<file path="src/rtl/zd_pkg.sv">
// Shared definitions for the zero_detect block: default sizes, a constant clog2 and the run
// counter type.
package zd_pkg;

  localparam int unsigned WIDTH_DFLT     = 4;
  localparam int unsigned CNT_WIDTH_DFLT = 8;

  function automatic int unsigned clog2(input int unsigned value);
    int unsigned r;
    r = 0;
    while ((32'd1 << r) < value) begin
      r++;
    end
    return r;
  endfunction

  localparam int unsigned LZC_W = clog2(WIDTH_DFLT + 1);

  typedef logic [CNT_WIDTH_DFLT-1:0] run_cnt_t;

endpackage

</file>
<file path="src/rtl/zd_lzc.sv">
// Tree leading-zero counter, MSB first; an all-zero input yields WIDTH. Non-power-of-two widths
// are zero-padded on the LSB side and the result clamped back to WIDTH.
module zd_lzc
  import zd_pkg::*;
#(
  parameter int unsigned WIDTH = 4
) (
  input  logic [WIDTH-1:0]           in_i,
  output logic [$clog2(WIDTH+1)-1:0] lzc_o
);

  localparam int unsigned P    = 32'd1 << clog2(WIDTH);
  localparam int unsigned OutW = $clog2(WIDTH + 1);

  if (P == 1) begin : g_leaf
    assign lzc_o = ~in_i[0];
  end else begin : g_node
    localparam int unsigned H  = P / 2;
    localparam int unsigned HW = $clog2(H + 1);
    localparam int unsigned PW = $clog2(P + 1);

    logic [P-1:0]  padded;
    logic [HW-1:0] hi_cnt;
    logic [HW-1:0] lo_cnt;
    logic [PW-1:0] cnt_p;

    assign padded = P'(in_i) << (P - WIDTH);

    zd_lzc #(
      .WIDTH(H)
    ) u_hi (
      .in_i (padded[P-1:H]),
      .lzc_o(hi_cnt)
    );

    zd_lzc #(
      .WIDTH(H)
    ) u_lo (
      .in_i (padded[H-1:0]),
      .lzc_o(lo_cnt)
    );

    // Only when the upper half is all zero does the lower half contribute.
    assign cnt_p = (hi_cnt == HW'(H)) ? PW'(H) + PW'(lo_cnt) : PW'(hi_cnt);
    assign lzc_o = (cnt_p > PW'(WIDTH)) ? OutW'(WIDTH) : OutW'(cnt_p);
  end

endmodule

</file>
<file path="src/rtl/zero_detect.sv">
// All-zero word detector with a registered flag and a saturating zero-run counter.
// Define ZD_LZC_EN to add the combinational leading-zero count output lzc.
module zero_detect
  import zd_pkg::*;
#(
  parameter int unsigned WIDTH     = WIDTH_DFLT,
  parameter int unsigned CNT_WIDTH = CNT_WIDTH_DFLT
) (
  input  logic                 clk,
  input  logic                 rst,
  input  logic [WIDTH-1:0]     In,
  output logic                 Out,
  output logic                 out_q,
  output logic [CNT_WIDTH-1:0] run_cnt,
  output logic                 run_sat
`ifdef ZD_LZC_EN
  ,
  output logic [$clog2(WIDTH+1)-1:0] lzc
`endif
);

  localparam logic [CNT_WIDTH-1:0] CntMax = {CNT_WIDTH{1'b1}};

  logic                 zero;
  logic                 zero_d, zero_q;
  logic [CNT_WIDTH-1:0] run_cnt_d, run_cnt_q;

  assign zero = ~|In;
  assign Out  = zero;

  always_comb begin
    zero_d    = zero;
    run_cnt_d = '0;
    if (zero) begin
      run_cnt_d = (run_cnt_q == CntMax) ? CntMax : run_cnt_q + CNT_WIDTH'(1);
    end
  end

  always_ff @(posedge clk or posedge rst) begin
    if (rst) begin
      zero_q    <= 1'b0;
      run_cnt_q <= '0;
    end else begin
      zero_q    <= zero_d;
      run_cnt_q <= run_cnt_d;
    end
  end

  assign out_q   = zero_q;
  assign run_cnt = run_cnt_q;
  assign run_sat = &run_cnt_q;

`ifdef ZD_LZC_EN
  zd_lzc #(
    .WIDTH(WIDTH)
  ) u_lzc (
    .in_i (In),
    .lzc_o(lzc)
  );
`endif

endmodule

</file>
<file path="config.mk">
export PLATFORM = sky130hd
export DESIGN_NAME = zero_detect
export DESIGN_NICKNAME = d
export VERILOG_FILES = /design/src/rtl/zd_pkg.sv /design/src/rtl/zd_lzc.sv /design/src/rtl/zero_detect.sv
export SDC_FILE = /design/constraint.sdc
export NUM_CORES = 1
export LEC_CHECK = 0
export CAP_MARGIN = 20
export CORE_AREA = 4 4 41 43
export CTS_CLUSTER_SIZE = 28
export DETAILED_ROUTE_END_ITERATION = 12
export DIE_AREA = 0 0 45 47
export PLACE_DENSITY = 0.74
export SLEW_MARGIN = 10
export SYNTH_ARGS = -nofsm -noshare
export SYNTH_HDL_FRONTEND = slang
export SYNTH_SLANG_ARGS = --single-unit
</file>
<file path="constraint.sdc">
create_clock -name clk -period 2.4 [get_ports clk]
set_clock_uncertainty 0.2 [all_clocks]
set_input_delay 0.48 -clock clk [delete_from_list [all_inputs] [get_ports clk]]
set_output_delay 0.48 -clock clk [all_outputs]
set_load 0.005 [all_outputs]
</file>
; ---- Word level (Yosys, flattened, before mapping)
; Cells that the tools add are included.
[totals]
regBits = 9
output_inout_bits = 11
elab_cells = 9
[classes]
n_addsub = 1
n_eq_ne = 1
muxes = 2
reduce_logical = 3
[ops]
columns = operator, count
row1 = 2-to-1 mux 8 bit, 2
row2 = "adder 8 x 1 -> 8 bit, second input constant", 1
row3 = "== test 8 bit, second input constant", 1
row4 = AND reduction 8 bit, 1
row5 = OR reduction 4 bit, 1
row6 = logical NOT 1 bit, 1

; ---- Depth between registers and ports, before layout
; Gate-level depths: netlist of the first run.
[depth]
word_depth = 3
ltp_mapped = 5
mapped_depth_nobuf = 4

; ---- Worst setup path before layout of the first run
; OpenSTA, ideal clock, no wires.
[synth_timing]
path_kind = input to output
startpoint = input In[1]
endpoint = output Out
t_arrival_ps = 1202
required_time_ps = 1720
setup_slack_ps = 518
cell_stages = 3
cell_sequence = or4_1 > buf_2 > clkinv_2
[synth_between]
elab_chain_cells = 2
[synth_lines]
columns = element, line
row1 = "start, declared", zero_detect.sv:11  ; input logic [WIDTH-1:0] In,
row2 = OR reduction 4 bit, zero_detect.sv:28  ; assign zero = ~|In;
row3 = logical NOT 1 bit, zero_detect.sv:28
row4 = "end, declared", zero_detect.sv:12  ; output logic Out,
; Every way passes these cells.

; ---- Final worst setup path of the first run
[layout_timing]
startpoint = register run_cnt_q[1] (netlist: run_cnt[1])
endpoint = register run_cnt_q[1] (netlist: run_cnt[1])
[layout_between]
elab_chain_cells = 3
elab_cells_between_ends = 4
cone_classes = add/sub (1) / eq/ne (1) / mux (2)
[layout_lines]
columns = element, line
row1 = "start, declared", zero_detect.sv:26  ; logic [CNT_WIDTH-1:0] run_cnt_d, run_cnt_q;
row2 = "start signal, assigned", zero_detect.sv:45  ; run_cnt_q <= run_cnt_d;
row3 = adder 8 x 1 -> 8 bit / == test 8 bit (equally long branches), zero_detect.sv:35  ; run_cnt_d = (run_cnt_q == CntMax) ? CntMax : run_cnt_q + CNT_WIDTH'(1);
row4 = 2-to-1 mux 8 bit *, zero_detect.sv:35
row5 = 2-to-1 mux 8 bit *, zero_detect.sv:34  ; if (zero) begin
row6 = named net run_cnt_d[1], zero_detect.sv:26
; Mark *: on every way through the listed nets, which the timed path passes. The rest lies on a longest branch.

==> results.toml, run 1 <==
[outcome]
outcome = "finished clean"

[synthesis]
syn_area_um2 = 429
synthTopCellsByArea = "dfrtp_1, a21oi_1, nand3_1"
ys_types = 21
yosysWarnings = 0
synthCells = 42
synthesis.nets = 49
synth-edff-count = 0
synth_seq_area_share_pct = 52.5
synthFlopType = "dfrtp_1"
async_reset_ff_share_pct = 100
syn_avg_cell_area_um2 = 10.2
ys_ff_latch = 9
yosysTopAreaCell = "dfrtp_1"
yosysTopAreaCellShare_pct = 52.5

[global_route]
grt_use_total_pct = 12.2
grt_max_degree = 10
overflow = 0
antenna_found_initial = 0
grt_pass1_vias = 445
grt_pass1_wl_mm = 1.82

[critical_path]
crit_path_top_delay_cell = "dfrtp_1"
cp_max_fo = 5
critPathCaptureType = "flop"
worst-path-buf-inv = 8
cp_common_cell = "buf_4"
cp.required_ns = 2.38
path_delay_family = "buffers and inverters"
cp.arrival_ns = 2.31
max_stage_delay_ns = 0.39
start_kind = "flop"
critPathKind = "flop to flop"
cp_cell_sequence = "ha_4 -> and4_4 -> nand4_1 -> buf_4 -> buf_4 -> buf_4 -> buf_4 -> buf_4 -> buf_4 -> buf_4 -> buf_4 -> a21oi_1"

[die]
core_um2 = 1300
dieHeight_um = 47
die_x_um = 45
pin_count = 17
fp.dieArea_um2 = 2120
placementRows = 13
start_util_pct = 33.0

[worst_hold_path]
min_path_type = "primary input to asynchronous set/reset pin"

[layout]
mostFrequentLayoutCells = "buf_4, clkdlybuf4s50_1, dfrtp_1"
stdcell_count = 91
fin_nets = 84
area_growth_pct = 76.1
fin_util_pct = 58.1
layout_commonest_cell = "buf_4"
final_area_um2 = 756
drive_above_1_share_pct = 34.2
n_antenna_cell = 0

[drt]
viasPerCell = 4.99
ant_nets = 0
finalWirelength_mm = 1.13
drt-pass1-iter-count = 4
wl_per_cell_um = 12.4
drc = 0
vias = 454
drtIter0Drc = 3

[cts]
ctsHoldBuffers = 0
cts.htree.levels = 1
cts.sinks = 9
root_buffer = "clkbuf_4"
cts_tree = "built"
clk_latency_ns = 0.26
clk_pin_slew_worst_paths_ns = 0.06
cts_buffer_depth = 2
cts_buffers = 3

[sta]
timing.fmax_mhz = 429
finalCriticalPeriod_ns = 2.33
finalSetupViolCount = 0
rsz0062_at_grt = "no"
final_max_slew_viol_count = 0
slew_headroom_pct = 76.5
post-route-period-util_pct = 97.1
finalHoldViolCount = 0
tightest_slew_ns = 0.353
fin_setup_tns_ns = 0

[placed_design]
port_buffers = 16
dp.cells = 76
place_area_um2 = 633
dp_hpwl_um = 782
gp_congestion = 0.760

[power]
peakVddDrop_v = 0.000337
powerDensity_nw_per_um2 = 380
leakage_nw = 0.341
power_mw = 0.287

[flow_run]
cap_violations = 0
worst reg2reg max path, stage by stage, from the launching register on:
cell and delay, ns:
dfrtp_1 0.39, ha_4 0.16, and4_4 0.22, nand4_1 0.13, buf_4 0.16, buf_4 0.12
buf_4 0.12, buf_4 0.11, buf_4 0.11, buf_4 0.12, buf_4 0.12, buf_4 0.14
a21oi_1 0.16
registers in the layout (all words and copies together), names as in the netlist:
register,count
run_cnt,8
out_q,1
kinds of logic (layout without fill, tap and decap cells):
group,Yosys count,count (layout),share of synthesized area (%)
AO/OA/AOI/OAI,10,10,13.1
XOR/XNOR,2,2,4.08
adder cells (fa/ha/maj),1,1,2.91
buffers and inverters,6,40,5.83
flip-flops,9,9,52.5
AND/OR/NAND/NOR,14,14,21.6
per-stage QoR:
stage / hold slack [ns] / setup slack, ns
floorplan: 0.108 / 0.518
global placement: 0.316 / -0.323
detailed placement: 0.318 / -0.335
CTS: 0.288 / 0.000427
global route: 0.303 / 0.00242
finish: 0.286 / 0.0705
synth_stat cells, drive strengths merged, types with 2 or more instances:
cell	count
nand3	3
o21ai	3
dfrtp	9
inv	4
or4	2
a21oi	5
and4	2
a31oi	2
and3	2
nand4	2
layer usage:
metal | vias to the layer above | global-route usage (%) | share of wire [%] | routed length [um]
met2 | 19 | 20.6 | 45 | 509
met1 | 211 | 14.2 | 46 | 520
met5 | - | 0 | 0 | 0
met3 | 0 | 6.13 | 8.4 | 95
li1 | 224 | - | - | -
met4 | 0 | 1.75 | 0 | 0
power by group:
group	switching [mW]	total, mW	internal, mW
registers	0.000568	0.153	0.153
clock network	0.0499	0.114	0.0639
logic	0.00758	0.0199	0.0124
worst paths after layout:
kind | slack, ns | cells past startpoint | to | startpoint
worst max-delay path | 0.07 | 12 | run_cnt[1] | run_cnt[1]
worst min-delay path | 0.29 | 2 | run_cnt[2] | rst
worst max register to register | 0.07 | 12 | run_cnt[1] | run_cnt[1]
worst min register to register | 0.38 | 1 | run_cnt[4] | run_cnt[4]
max in group asynchronous | 1.46 | 2 | out_q | rst
min in group clk | 0.38 | 1 | run_cnt[4] | run_cnt[4]
cell type report:
cell class,instances,area (um^2)
fill,126,546
timing repair buffer,31,267
sequential,9,225
multi-input combinational,27,195
clock buffer,4,26.3
inverter,5,23.8
tap,15,18.8
timing repair:
item | CTS | global route
gates resized for setup | 7 | 2
buffers inserted | 9 | 2
endpoints found under the setup margin | 2 | 6
pin swaps | 2 | 1
endpoints found under the hold margin | 0 | 0
(Power assumes the default switching activity.)
==> run 2, diff against run 1 <==
Settings changed: CTS_BUF_LIST set to sky130_fd_sc_hd__clkbuf_4 sky130_fd_sc_hd__clkbuf_8, DONT_BUFFER_PORTS set to 1, HOLD_SLACK_MARGIN set to 0.03, PLACE_DENSITY 0.74 to 0.58.
==> run 2 against run 1 <==
Against the previous run: power about the same; register-to-register slack improved by 0.52 ns; final area decreased by 35%; sequential cell count is the same; routed wire length shrank 24%; critical path depth decreased by 8; first-iteration DRC count grew 100%; count of clock-buffer cells in the layout did not move; largest cell class is now registers; largest power group unchanged.
==> results.toml, run 2 (same netlist as run 1, synthesis figures left out) <==
[outcome]
outcome = "finished clean"

[cts]
cts_buffers = 3
cts_tree = "built"
cts.sinks = 9
cts_buffer_depth = 2
cts.repair.resized = 0
cts.htree.levels = 1
root_buffer = "clkbuf_4"
clk_latency_ns = 0.26
clk_pin_slew_worst_paths_ns = 0.06

[critical_path]
critPathKind = "flop to primary output"
worstReg2RegStart = "run_cnt[0]"
critPathCaptureType = "primary output"
ff2ff_setup_slack_ns = 0.59
cp_cell_sequence = "ha_1 -> and4_4 -> nand4_1 -> inv_1"
cp-startpoint = "run_cnt[0]"
cp_max_fo = 5
cp.required_ns = 1.72
critPathCapture = "run_sat"
critical_path_depth = 4
worst-r2r-cell-count = 4
path_delay_family = "flip-flops"
start_kind = "flop"
timing.rr.end = "run_cnt[7]"
max_stage_delay_ns = 0.42
worst-path-buf-inv = 1
crit_path_top_delay_cell = "dfrtp_1"
cp.arrival_ns = 1.38

[sta]
finalHoldViolCount = 0
rsz0062_at_grt = "no"
fin_setup_tns_ns = 0
finalCriticalPeriod_ns = 2.06
slew_headroom_pct = 77.8
hold_ws_ns = 0.350
final_max_slew_viol_count = 0
finalSetupViolCount = 0
tightest_slew_ns = 0.333
timing.fmax_mhz = 486
post-route-period-util_pct = 85.6

[global_route]
grt_max_degree = 10
grt_pass1_vias = 334
antenna_found_initial = 0
overflow = 0
grt_use_total_pct = 9.86
grt_pass1_wl_mm = 1.45

[die]
core_um2 = 1300
start_util_pct = 33.0
fp.dieArea_um2 = 2120
pin_count = 17
die_x_um = 45
dieHeight_um = 47
placementRows = 13

[power]
power_mw = 0.287
powerDensity_nw_per_um2 = 585
peakVddDrop_v = 0.000322
leakage_nw = 0.221

[layout]
regArea_um2 = 225
fin_nets = 55
mostFrequentLayoutCells = "dfrtp_1, a21oi_1, inv_1, clkbuf_4, nand3_1"
area_growth_pct = 14.3
layout_commonest_cell = "dfrtp_1"
stdcell_count = 62
largest_reg_flops = 8
n_antenna_cell = 0
multi_input_area_um2 = 179
fill_cells = 141
drive_above_1_share_pct = 21.3
fin_util_pct = 37.7

[drt]
drc = 0
ant_nets = 0
drt-pass1-iter-count = 4
wl_per_cell_um = 13.8
drtIter0Drc = 6
finalWirelength_um = 857
vias = 333
viasPerCell = 5.37

[placed_design]
gp_congestion = 0.712
dp_hpwl_um = 650
dp.cells = 57
port_buffers = 0

[worst_hold_path]
whs_path_depth = 1
min_path_type = "flop to flop"

[flow_run]
cap_violations = 0
## run 2: stage by stage
stage	area [um^2]	setup WS [ns]
3_3_place_gp	450	0.433
2_1_floorplan	429	0.518
6_report	490	0.344
3_5_place_dp	450	0.430
5_1_grt	490	0.226
4_1_cts	490	0.336
## run 2: cell type report
cell class / count / area share (%)
multi-input combinational: 27 / 36.5
inverter: 5 / 4.08
tap: 15 / 3.83
timing repair buffer: 2 / 3.57
clock buffer: 4 / 6.12
sequential: 9 / 45.9
## run 2: metal layers
| metal | up-vias | wire length [um] | track usage, % |
|---|---|---|---|
| met2 | 21 | 321 | 15.0 |
| met1 | 147 | 388 | 10.9 |
| met5 | - | 0 | 0 |
| met4 | 0 | 0 | 0 |
| li1 | 165 | - | - |
| met3 | 0 | 147 | 9.20 |
## run 2: how the worst min path moves through the flow
stage,start,to,slack [ns]
2_1_floorplan,rst,out_q,0.11
3_3_place_gp,rst,out_q,0.15
3_5_place_dp,rst,out_q,0.16
4_1_cts,run_cnt[0],run_cnt[0],0.35
5_1_grt,In[2],run_cnt[3],0.38
6_report,run_cnt[0],run_cnt[0],0.35
## run 2: where the power goes
| group | internal, mW | switching (mW) | leakage (nW) | total, mW |
|---|---|---|---|---|
| logic | 0.00197 | 0.00482 | 0.0775 | 0.00678 |
| registers | 0.153 | 0.000908 | 0.125 | 0.154 |
| clock network | 0.0753 | 0.0513 | 0.0184 | 0.127 |
## run 2: worst register-to-register path: stages, from the launching register on
cell,delay [ns]
dfrtp_1,0.43
ha_1,0.25
and4_4,0.16
or4_1,0.48
and3_1,0.18
## run 2: repair_timing
| item | CTS | global route |
|---|---|---|
| buffers inserted | 0 | 0 |
| hold buffers | 1 | 0 |
| hold endpoints to repair | 9 | 0 |
